==> src/rtl/l15_buf_pkg.sv <==
// Shared types and widths for the L1.5 request buffer.
// Latency: n/a (declarations only).
// Backpressure: n/a.
package l15_buf_pkg;

  typedef enum logic {
    IDLE    = 1'b0,
    PRESENT = 1'b1
  } state_e;

  localparam int unsigned OUTST_W = 8;
  localparam int unsigned STATS_W = 32;

  // Saturating increment for the stall statistics counters.
  function automatic logic [STATS_W-1:0] sat_inc(input logic [STATS_W-1:0] v);
    return (&v) ? v : v + 1'b1;
  endfunction

endpackage

==> src/rtl/l15_req_fifo.sv <==
// Register FIFO of ReqWidth x Depth holding requests waiting for the L1.5.
// Latency: a push is visible at the head the cycle after it is written.
// Backpressure: exposes full/empty; the owner must not push when full nor pop when empty.
module l15_req_fifo #(
  parameter int unsigned ReqWidth = 128,
  parameter int unsigned Depth    = 4
) (
  input  logic                      clk_i,
  input  logic                      rst_ni,
  input  logic                      push,
  input  logic [ReqWidth-1:0]       push_dat,
  input  logic                      pop,
  output logic [ReqWidth-1:0]       head_dat,
  output logic [ReqWidth-1:0]       next_dat,
  output logic                      full,
  output logic                      empty,
  output logic [$clog2(Depth):0]    cnt
);

  localparam int unsigned AW = $clog2(Depth);
  localparam int unsigned CW = AW + 1;

  logic [ReqWidth-1:0] mem [Depth];
  logic [AW-1:0]       wr_ptr;
  logic [AW-1:0]       rd_ptr;
  logic [AW-1:0]       rd_nxt;

  assign rd_nxt   = rd_ptr + 1'b1;
  assign head_dat = mem[rd_ptr];
  // Entry behind the head, used for back-to-back presentation after a pop.
  assign next_dat = mem[rd_nxt];
  assign full     = (cnt == CW'(Depth));
  assign empty    = (cnt == '0);

  // Payload storage; contents are don't-care until written, so no reset.
  always_ff @(posedge clk_i) begin
    if (push) mem[wr_ptr] <= push_dat;
  end

  // Pointers wrap naturally because Depth is a power of two.
  always_ff @(posedge clk_i or negedge rst_ni) begin
    if (!rst_ni) begin
      wr_ptr <= '0;
      rd_ptr <= '0;
      cnt    <= '0;
    end else begin
      if (push) wr_ptr <= wr_ptr + 1'b1;
      if (pop)  rd_ptr <= rd_nxt;
      case ({push, pop})
        2'b10:   cnt <= cnt + 1'b1;
        2'b01:   cnt <= cnt - 1'b1;
        default: cnt <= cnt;
      endcase
    end
  end

endmodule

==> src/rtl/l15_req_buffer.sv <==
// Buffers core L1.5 requests and presents them to the L1.5 under an outstanding-request credit limit.
// Latency: core ack in cycle t presents on l15_val_o in t+1 when empty and credit is available.
// Backpressure: core_ack_o drops while the FIFO is full; presentation pauses at MaxOutstanding.
// Optional: define L15_REQ_BUF_STATS_EN to add saturating stall counters.
module l15_req_buffer
  import l15_buf_pkg::*;
#(
  parameter int unsigned ReqWidth       = 128,
  parameter int unsigned Depth          = 4,
  parameter int unsigned MaxOutstanding = 7
) (
  input  logic                clk_i,
  input  logic                rst_ni,
  input  logic                core_val_i,
  input  logic [ReqWidth-1:0] core_req_i,
  output logic                core_ack_o,
  output logic                l15_val_o,
  output logic [ReqWidth-1:0] l15_req_o,
  input  logic                l15_header_ack_i,
  input  logic                rtrn_val_i,
  output logic [OUTST_W-1:0]  outstanding_o,
  output logic                full_o,
  output logic                err_o
`ifdef L15_REQ_BUF_STATS_EN
  ,
  output logic [STATS_W-1:0]  stall_full_cnt_o,
  output logic [STATS_W-1:0]  stall_credit_cnt_o
`endif
);

  localparam int unsigned CW = $clog2(Depth) + 1;
  localparam logic [OUTST_W-1:0] MaxOut = OUTST_W'(MaxOutstanding);

  state_e              state;
  logic                push;
  logic                pop;
  logic                inc;
  logic                dec;
  logic                has_next;
  logic [ReqWidth-1:0] head_dat;
  logic [ReqWidth-1:0] next_dat;
  logic                fifo_full;
  logic                fifo_empty;
  logic [CW-1:0]       fifo_cnt;

  assign core_ack_o = core_val_i & ~fifo_full;
  assign full_o     = fifo_full;
  assign push       = core_ack_o;
  assign pop        = l15_val_o & l15_header_ack_i;
  // Something remains to present after this cycle's pop.
  assign has_next   = (fifo_cnt > CW'(1)) | push;
  assign inc        = pop;
  assign dec        = rtrn_val_i & ((outstanding_o != '0) | inc);

  l15_req_fifo #(
    .ReqWidth (ReqWidth),
    .Depth    (Depth)
  ) u_fifo (
    .clk_i    (clk_i),
    .rst_ni   (rst_ni),
    .push     (push),
    .push_dat (core_req_i),
    .pop      (pop),
    .head_dat (head_dat),
    .next_dat (next_dat),
    .full     (fifo_full),
    .empty    (fifo_empty),
    .cnt      (fifo_cnt)
  );

  // Presentation FSM: registered valid/payload held until the L1.5 acks the header.
  always_ff @(posedge clk_i or negedge rst_ni) begin
    if (!rst_ni) begin
      state     <= IDLE;
      l15_val_o <= 1'b0;
      l15_req_o <= '0;
    end else begin
      case (state)
        IDLE: begin
          if ((~fifo_empty | push) && (outstanding_o < MaxOut)) begin
            state     <= PRESENT;
            l15_val_o <= 1'b1;
            // An empty FIFO being pushed this cycle forwards the core payload directly.
            l15_req_o <= fifo_empty ? core_req_i : head_dat;
          end
        end
        PRESENT: begin
          if (l15_header_ack_i) begin
            if (has_next && ((outstanding_o + 1'b1) < MaxOut)) begin
              l15_req_o <= (fifo_cnt > CW'(1)) ? next_dat : core_req_i;
            end else begin
              state     <= IDLE;
              l15_val_o <= 1'b0;
            end
          end
        end
        default: begin
          state     <= IDLE;
          l15_val_o <= 1'b0;
        end
      endcase
    end
  end

  // Outstanding credit counter: up on header ack, down on return, never below zero.
  always_ff @(posedge clk_i or negedge rst_ni) begin
    if (!rst_ni) begin
      outstanding_o <= '0;
    end else begin
      case ({inc, dec})
        2'b10:   outstanding_o <= outstanding_o + 1'b1;
        2'b01:   outstanding_o <= outstanding_o - 1'b1;
        default: outstanding_o <= outstanding_o;
      endcase
    end
  end

  // Sticky error on a header ack with nothing presented or a return with nothing outstanding.
  always_ff @(posedge clk_i or negedge rst_ni) begin
    if (!rst_ni) begin
      err_o <= 1'b0;
    end else if ((l15_header_ack_i & ~l15_val_o) |
                 (rtrn_val_i & ~inc & (outstanding_o == '0))) begin
      err_o <= 1'b1;
    end
  end

`ifdef L15_REQ_BUF_STATS_EN
  // Saturating stall statistics: core blocked by a full FIFO, or queue blocked by credit.
  always_ff @(posedge clk_i or negedge rst_ni) begin
    if (!rst_ni) begin
      stall_full_cnt_o   <= '0;
      stall_credit_cnt_o <= '0;
    end else begin
      if (core_val_i & fifo_full) begin
        stall_full_cnt_o <= sat_inc(stall_full_cnt_o);
      end
      if (~fifo_empty && (state == IDLE) && (outstanding_o == MaxOut)) begin
        stall_credit_cnt_o <= sat_inc(stall_credit_cnt_o);
      end
    end
  end
`endif

endmodule

==> config.mk <==
export PLATFORM = sky130hd
export DESIGN_NAME = l15_req_buffer
export DESIGN_NICKNAME = d
export VERILOG_FILES = /design/src/rtl/l15_buf_pkg.sv /design/src/rtl/l15_req_fifo.sv /design/src/rtl/l15_req_buffer.sv
export SDC_FILE = /design/constraint.sdc
export NUM_CORES = 1
export LEC_CHECK = 0
export BUFFER_PORTS_ARGS = -buffer_cell sky130_fd_sc_hd__buf_2
export CAP_MARGIN = 10
export CELL_PAD_IN_SITES_DETAIL_PLACEMENT = 1
export CELL_PAD_IN_SITES_GLOBAL_PLACEMENT = 2
export CORE_MARGIN = 4
export CORE_UTILIZATION = 39
export CTS_CLUSTER_DIAMETER = 30
export DETAILED_ROUTE_END_ITERATION = 12
export PLACE_DENSITY = 0.85
export SLEW_MARGIN = 5
export SYNTH_ARGS = -nofsm -noshare
export SYNTH_HDL_FRONTEND = slang
export SYNTH_SLANG_ARGS = --single-unit
==> constraint.sdc <==
create_clock -name clk_i -period 4.8 [get_ports clk_i]
set_input_delay 0.96 -clock clk_i [delete_from_list [all_inputs] [get_ports clk_i]]
set_output_delay 0.96 -clock clk_i [all_outputs]
set_load 0.005 [all_outputs]
==> impl_metrics.json <==
{
  "final_hold_viol_count": 0,
  "viasPerCell": 5.61,
  "synth_largest_area_cell": "edfxtp_1",
  "wirelength_um": 92100,
  "layout_common_cells": "512 x edfxtp_1, 271 x buf_2, 266 x nand2_1, 262 x a21oi_1, 256 x mux4_2",
  "wl_per_cell_um": 25.5,
  "grt_pass1_wl_um": 142000,
  "gr-total-overflow": 0,
  "multiInputGateArea_um2": 11300,
  "dp_slack_ns": 1.58,
  "synth.area.top_cells": "edfxtp_1 49%, mux4_2 18%, dfrtp_1 12%, mux2_2 4.6%, a21oi_1 4.2%",
  "firstDrtPassIters": 5,
  "skew_ns": 0.0304,
  "path_clk_slew_ns": 0.05,
  "pwr-share-clk_pct": 36.8,
  "period_share_pct": 72.1,
  "yosysWarnings": 0,
  "die_x_um": 293,
  "synthArstFlopShare_pct": 22.2,
  "power_density_nw_per_um2": 735,
  "synthToLayoutAreaGrowth_pct": 25.3,
  "mostFrequentLayoutCell": "edfxtp_1",
  "synth_edf_count": 512,
  "p_int_uw": 19600,
  "power.share.sequential_pct": 30.9,
  "worstSkewPairLatency_ns": 0.73,
  "grt_use_total_pct": 21.6,
  "timing.final.crit_period_ns": 3.46,
  "drc": 0,
  "max_stage_delay_ns": 0.55,
  "min_path_type": "in -> async",
  "rsz0062_at_grt": "no",
  "worstPathCellList": "inv_1, ha_1, and2_1, nor2b_1, buf_2",
  "place_inst": 3298,
  "vias": 20300,
  "fill_cells": 7866,
  "cp_max_fo": 9,
  "synth_ff_type": "edfxtp_1",
  "slew_headroom_pct": 24.4,
  "cts_resized": 0,
  "worst-slew-pin-transition_ns": 1.13,
  "clock-sinks": 658,
  "path_class": "reg -> out",
  "io_pins": 273,
  "place_congestion": 0.733,
  "syn-cell-area_um2": 31600,
  "ir_worst_vdd_mv": 0.416,
  "root_buffer": "clkbuf_16",
  "die_area_um2": 85600,
  "synth_top_area_share_pct": 48.7,
  "finalNonFillerCells": 3609,
  "avgSynthCellArea_um2": 15.2,
  "cts_max_path_buffers": 3,
  "drt.antenna.violating_nets": 0,
  "p_sw_share_pct": 32.6,
  "drtIter0Drc": 1357,
  "timing.final.ws_setup_ns": 1.34,
  "max_freq_ghz": 0.289,
  "cp.buffers_inverters": 2,
  "grt_pass1_vias": 23200,
  "slew_violations": 0,
  "worst_ep_arrival_time_ns": 2.50,
  "switching_power_uw": 9460,
  "drive_gt1_share_pct": 42.5,
  "synth_cell_type_count": 42,
  "portBuffers": 272,
  "postCtsSetupRepairBufs": 0,
  "antenna_found_initial": 22,
  "std_cell_rows": 104,
  "h-tree-depth": 4,
  "end_kind": "primary output",
  "ys_seq_area_share_pct": 60.3,
  "die_h_um": 293,
  "crit_family": "simple AND/OR/NAND/NOR gates",
  "final-setup-viol-count": 0,
  "seq_area_um2": 19000,
  "finalNetCount": 2545,
  "outcome": "finished clean",
  "synth_fp_nets": 2221,
  "coreArea_um2": 80400,
  "synth_cells": 2074,
  "cts_tree": "built",
  "grt_max_degree": 129,
  "p_leak_uw": 0.0147,
  "initial_utilization_pct": 39.3,
  "crit_path_top_delay_cell": "nor2b_1",
  "hpwl_um": 50700,
  "cap_violations": 0,
  "post_cts_hold_buffer_count": 0,
  "start_kind": "flop",
  "tns_ns": 0,
  "numCtsBuffers": 158,
  "power_frac_comb_pct": 32.3,
  "ys_seq_elements": 658,
  "required_ns": 3.84,
  "postLayoutCoreUtil_pct": 49.2
}
==> flip-flops by register name (all words and copies together) (netlist names) <==
register / cells
err_o: 1
l15_req_o: 128
l15_val_o: 1
outstanding_o: 8
state: 1
u_fifo.cnt: 3
u_fifo.mem: 512
u_fifo.rd_ptr: 2
u_fifo.wr_ptr: 2
==> routing by layer <==
| metal | vias up | wire length (um) | track usage (%) |
|---|---|---|---|
| met4 | 8 | 2440 | 8.37 |
| met5 | - | 51 | 0 |
| li1 | 8649 | - | - |
| met1 | 10800 | 36200 | 25.9 |
| met3 | 151 | 5260 | 4.81 |
| met2 | 661 | 48200 | 38.0 |
==> kinds of logic (layout without fill, tap and decap cells) <==
family | count (synthesis) | in the layout | share of synthesized area (%)
flops | 658 | 658 | 60.3
mux | 386 | 386 | 22.9
other cells | 0 | 16 | 0
simple gates | 306 | 306 | 3.88
compound gates | 406 | 406 | 7.76
buf+inv | 287 | 746 | 4.17
fa+ha+maj | 14 | 14 | 0.555
xor+xnor | 17 | 17 | 0.472
==> power by group through the flow <==
stage          clock, uW  combinational, uW  sequential (uW)
2_1_floorplan          0               6870             8480
3_3_place_gp           0               9150             8870
3_5_place_dp           0               9410             9010
4_1_cts            10900               9590             8980
5_1_grt            11200              10200             9130
6_report           10700               9380             8980
==> stage by stage <==
stage / power (uW) / instance area, um^2 / hold WS, ns
floorplan: 15300 / 31600 / 0.468
global placement: 18000 / 34100 / 0.456
detailed placement: 18400 / 34100 / 0.460
CTS: 29500 / 39500 / 0.155
global route: 30600 / 39500 / 0.195
finish: 29100 / 39600 / 0.196
==> path summary, 6_finish.rpt <==
kind,from,end,slack [ns],cells past startpoint
hold / removal,rst_ni,l15_req_o[61],0.20,1
setup / recovery,u_fifo.cnt[0],core_ack_o,1.34,5
max in group asynchronous,rst_ni,u_fifo.rd_ptr[0],3.50,2
setup reg to reg,u_fifo.cnt[0],u_fifo.mem[2][38],1.75,6
hold reg to reg,err_o,err_o,0.47,1
min in group clk_i,err_o,err_o,0.47,1
==> synthesized netlist by cell type, types with 4 or more instances <==
library cell / number
and2_1: 5
nand2_1: 266
ha_1: 14
buf_2: 27
buf_12: 11
o21ai_2: 100
inv_1: 138
o21ai_0: 21
nand3_1: 4
nor2_1: 14
mux4_2: 256
o21ai_1: 12
xor2_1: 10
buf_1: 11
xnor2_1: 7
nor3_1: 5
a21oi_1: 262
clkbuf_1: 95
edfxtp_1: 512
dfrtp_1: 146
mux2_2: 128
==> layout make-up <==
cell class              instances  share of cell area, %
clock inverters               105                   3.12
repair buffers                313                   4.84
clock buffers                 190                   10.6
multi-input cells            1129                   28.5
inverters                     138                   1.31
flip-flops and latches        658                   48.1
diodes                         16                  0.101
well taps                    1060                   3.35
No activity file was read; power rests on OpenSTA's default activity.
